$ cat config.mk
export PLATFORM = sky130hd
export DESIGN_NAME = pc_seq
export DESIGN_NICKNAME = d
export VERILOG_FILES = /design/src/rtl/pc_seq.sv
export SDC_FILE = /design/constraint.sdc
export NUM_CORES = 1
export LEC_CHECK = 0
export BUFFER_PORTS_ARGS = -buffer_cell sky130_fd_sc_hd__buf_4
export CAP_MARGIN = 20
export CORE_ASPECT_RATIO = 1.2
export CORE_MARGIN = 5
export CORE_UTILIZATION = 52
export DETAILED_ROUTE_END_ITERATION = 10
export PLACE_DENSITY_LB_ADDON = 0.25
export SETUP_SLACK_MARGIN = 0.05
export SYNTH_ARGS = -nofsm -noshare
export SYNTH_HDL_FRONTEND = slang
export SYNTH_SLANG_ARGS = --single-unit
$ cat constraint.sdc
create_clock -name clk -period 2.8 [get_ports clk]
set_clock_uncertainty 0.15 [all_clocks]
set_input_delay 0.14 -clock clk [delete_from_list [all_inputs] [get_ports clk]]
set_output_delay 0.14 -clock clk [all_outputs]
set_load 0.01 [all_outputs]
$ cat src/rtl/pc_seq.sv
// ============================================================================
// Module  : pc_seq
// Brief   : Program counter with sequential, branch, jump and return-stack
//           targets, stall hold, exception entry and exception return.
// Revision: 1.0 - initial release
// ============================================================================
`default_nettype none

module pc_seq #(
  parameter int                ADDR_W    = 32,
  parameter logic [ADDR_W-1:0] RESET_PC  = '0,
  parameter logic [31:0]       EXC_VEC   = 32'h0000_0080,
  parameter int                RAS_DEPTH = 4
) (
  input  logic                           clk,
  input  logic                           clr_n,
  input  logic                           stall,
  input  logic [1:0]                     pc_inc_type,
  input  logic                           alu_branch_result,
  input  logic                           link,
  input  logic [ADDR_W-1:0]              abs_addr,
  input  logic [ADDR_W-1:0]              branch_addr,
  input  logic                           exc,
  input  logic                           eret,
  output logic [ADDR_W-1:0]              current_pc,
  output logic [ADDR_W-1:0]              epc,
  output logic [$clog2(RAS_DEPTH+1)-1:0] ras_count,
  output logic                           ras_miss
);

  localparam int c_cnt_w = $clog2(RAS_DEPTH + 1);
  localparam int c_idx_w = (RAS_DEPTH > 1) ? $clog2(RAS_DEPTH) : 1;
  localparam logic [ADDR_W-1:0] c_exc_vec = ADDR_W'(EXC_VEC);
  localparam logic [ADDR_W-1:0] c_align   = {{(ADDR_W-2){1'b1}}, 2'b00};

  localparam logic [1:0] c_type_seq = 2'b00;
  localparam logic [1:0] c_type_br  = 2'b01;
  localparam logic [1:0] c_type_jmp = 2'b10;
  localparam logic [1:0] c_type_ret = 2'b11;

  logic [ADDR_W-1:0]  r_pc, r_epc;
  logic [c_cnt_w-1:0] r_count;
  logic [c_idx_w-1:0] r_top;
  logic               r_miss;
  logic [ADDR_W-1:0]  r_ras [RAS_DEPTH];

  logic [ADDR_W-1:0]  w_seq, w_pc_nxt, w_epc_nxt;
  logic [c_idx_w-1:0] w_top_inc, w_top_dec;
  logic               w_push, w_pop, w_miss;

  assign w_seq     = r_pc + ADDR_W'(4);
  assign w_top_inc = (r_top == c_idx_w'(RAS_DEPTH - 1)) ? '0 : r_top + 1'b1;
  assign w_top_dec = (r_top == '0) ? c_idx_w'(RAS_DEPTH - 1) : r_top - 1'b1;

  always_comb begin
    w_pc_nxt  = r_pc;
    w_epc_nxt = r_epc;
    w_push    = 1'b0;
    w_pop     = 1'b0;
    w_miss    = 1'b0;
    if (exc) begin
      w_pc_nxt  = c_exc_vec;
      w_epc_nxt = r_pc;
    end else if (eret && !stall) begin
      w_pc_nxt = r_epc & c_align;
    end else if (!stall) begin
      case (pc_inc_type)
        c_type_seq: w_pc_nxt = w_seq;
        c_type_br:  w_pc_nxt = alu_branch_result ? (branch_addr & c_align) : w_seq;
        c_type_jmp: begin
          w_pc_nxt = abs_addr & c_align;
          w_push   = link;
        end
        c_type_ret: begin
          if (r_count != '0) begin
            w_pc_nxt = r_ras[r_top] & c_align;
            w_pop    = 1'b1;
          end else begin
            w_pc_nxt = abs_addr & c_align;
            w_miss   = 1'b1;
          end
          w_push = link;
        end
        default: w_pc_nxt = w_seq;
      endcase
    end
  end

  always_ff @(posedge clk or negedge clr_n) begin
    if (!clr_n) begin
      r_pc    <= RESET_PC;
      r_epc   <= '0;
      r_miss  <= 1'b0;
      r_count <= '0;
      r_top   <= '0;
      for (int i = 0; i < RAS_DEPTH; i++) r_ras[i] <= '0;
    end else begin
      r_pc   <= w_pc_nxt;
      r_epc  <= w_epc_nxt;
      r_miss <= w_miss;
      // Pop+push rewrites the top in place; a push into a full stack
      // advances over the oldest slot while the count saturates.
      if (w_pop && w_push) begin
        r_ras[r_top] <= w_seq;
      end else if (w_pop) begin
        r_top   <= w_top_dec;
        r_count <= r_count - 1'b1;
      end else if (w_push) begin
        r_top            <= w_top_inc;
        r_ras[w_top_inc] <= w_seq;
        if (r_count != c_cnt_w'(RAS_DEPTH)) r_count <= r_count + 1'b1;
      end
    end
  end

  assign current_pc = r_pc;
  assign epc        = r_epc;
  assign ras_count  = r_count;
  assign ras_miss   = r_miss;

endmodule

`default_nettype wire

==> metrics.txt <==
ranking of synthesized cells by area=dfrtp_1, o21ai_0, mux4_2; clk sinks=186; post-route setup TNS=0 ns; synth-to-layout area growth=27.2%; outcome=finished, final reports clean; type of the worst setup path=flip-flop to flip-flop; total track usage=27.0%; Main synth FF type=dfrtp_1; Req. time, crit path=approximately 3 ns; Initial Util=52.4%; GR Overflow Total=0; synth unique cells=70; maxcap violations=0; P_leak=5.60 nW; min-delay worst type=input pin to flip-flop; largest net degree at the start of global routing=84; Iter 0 DRT Violations=1,033; ys async rst share=100%; layout cells sized above 1=about a quarter; number of vias per cell=between 6 and 7; YS warnings=0; RSZ-0062 raised after global routing=yes; Hold Vio Cnt, Final=0; Seq cells post-synth=186; # port buffers=roughly 130; routed vias=8,752; EDFF count, synth=0; WL per Instance=between 20 and 25 um; Post-route DRC=0; vias in the first global route=8,359; io pins=approximately 140; most frequent cells in the layout=dfrtp_1, buf_4, nand2_1, o21ai_0, dlygate4sd3_1; area leader, netlist=dfrtp_1; Worst-Skew Late Latency=approximately 0.44 ns; Nets=roughly 1,300; post-route ant nets=0; Slew Limit Fails=0; slew at the pin closest to its max-slew limit=around 0.74 ns; max layer used=met4; chip height=between 150 and 200 um; share of the synthesized area in the top cell type=between 40% and 50%; Clock H-tree levels=4; Inserted Diodes=0; most common cell after layout, fill and taps aside=dfrtp_1; CP arrival=around 3 ns; Tmin final=around 2.7 ns; CP startpoint=current_pc[3]; crit path capture type=flip-flop; fin crit share=a little over nine tenths; type of origin of the critical path=flip-flop; initial antenna violation count=0; syn_area_per_cell=9.80 um2; Setup-failing EPs final=0; DR WL met2=between 10,000 and 15,000 um; Post-Syn Area=just under 0.01 mm2; core box area=roughly 0.019 mm2; Syn Inst Count=~1,000; routed wl met3=~2200 um; gpl congestion=0.935; FP Rows=55; WHS=0.0248 ns; Hold Path Origin=branch_addr[30]; Peak VDD IR=roughly 0.38 mV; Seq/Total Area, Yosys=between 40 and 50%; Routed WL=roughly 30,000 um; Fmax achieved=0.369 GHz; Worst-path clk slew=approximately 0.070 ns; Die X=135 um; maximum fanout along the worst path=6; CTS buffer count=17; power density over the cells=628 mW/mm2; Rel. slew slack=between 50 and 60%; first-pass GRT wire length=46,000 um; Metal-1 WL=between 10,000 and 15,000 um; dpl hpwl=a little over 20,000 um; iteration count of the initial detailed-routing pass=8; Die Area=0.0216 mm2; Max clock buf depth=2; master cell of the clock root buffer=clkbuf_16; RR Startpoint=current_pc[3]; CTS tree=done
==> worst max-delay path, cell delays in order (launching register included) <==
cell,delay [ns]
dfrtp_1,0.45
ha_1,0.28
nand4_1,0.18
buf_4,0.21
nor4_4,0.25
xnor2_2,0.16
o211a_1,0.26
dlygate4sd3_1,0.54
o21ai_0,0.13
==> path summary, 6_finish.rpt <==
kind / to / slack [ns] / depth (start not counted)
max: current_pc[18] / 0.09 / 8
min: current_pc[30] / 0.02 / 5
max reg2reg: current_pc[18] / 0.09 / 8
min reg2reg: r_ras[73] / 0.33 / 2
max in group asynchronous: r_ras[52] / 1.55 / 3
min in group asynchronous: r_ras[3] / 0.12 / 2
==> Yosys cell counts, drive strengths merged (10+ instances only) <==
library cell  number
o31ai             13
o2bb2ai           11
nand2            179
mux2              33
clkbuf            63
o21ai            155
nand4             12
ha                10
dfrtp            186
nand3             33
nor3              12
inv               17
mux4              30
buf               24
nor2              33
a21oi             50
xnor2             24
==> sequential cells by signal (all words and copies together), names as in the netlist <==
signal      count
r_ras         120
current_pc     30
epc            30
ras_count       3
r_top           2
ras_miss        1
==> power breakdown <==
group,leakage [nW],internal [W],switching (W)
Sequential,2.53,0.00301,0.000249
Clock,0.286,0.00126,0.00113
Combinational,2.78,0.00100,0.00115
==> layer usage <==
metal	up-vias	GRT usage, %
met5	-	0
met4	0	11.2
met3	87	4.47
met2	473	41.8
met1	4268	38.0
li1	3924	-
==> stage by stage <==
stage / instance area, um2 / power, W / setup slack (ns) / instances / util [%]
4_1_cts: 12300 / 0.00777 / 0.0720 / 1433 / 66.1
6_report: 12400 / 0.00780 / 0.0891 / 1439 / 66.7
3_3_place_gp: 11300 / 0.00526 / 0.291 / 1354 / 60.4
5_1_grt: 12400 / 0.00816 / 0.0189 / 1439 / 66.7
3_5_place_dp: 11300 / 0.00531 / 0.184 / 1354 / 60.4
2_1_floorplan: 9800 / 0.00450 / 0.0814 / 1000 / -
==> what timing repair did <==
| action | CTS | global route |
|---|---|---|
| setup buffers | 0 | 5 |
| gates resized for setup | 0 | 11 |
| hold endpoints to repair | 109 | 0 |
| endpoints found under the setup margin | 0 | 78 |
| hold buffers | 48 | 0 |
==> cell families after synthesis <==
| kind of cell | Yosys count | share of synthesized area (%) |
|---|---|---|
| compound gates | 286 | 17.5 |
| xor+xnor | 32 | 2.87 |
| fa+ha+maj | 11 | 1.49 |
| buf+inv | 104 | 4.39 |
| flops | 186 | 47.6 |
| mux | 65 | 10.9 |
| other cells | 1 | 0.0384 |
| simple gates | 312 | 15.1 |
==> final cells by class <==
cell class                      instances  area [um2]
Clock buffer                           17         425
Clock inverter                         14         150
Fill cell                            1454        6220
Inverter                               17        63.8
Multi-Input combinational cell        710        4790
Sequential cell                       186        4660
Tap cell                              256         320
Timing Repair Buffer                  239        2030
Power figures use the tool's default switching activity.
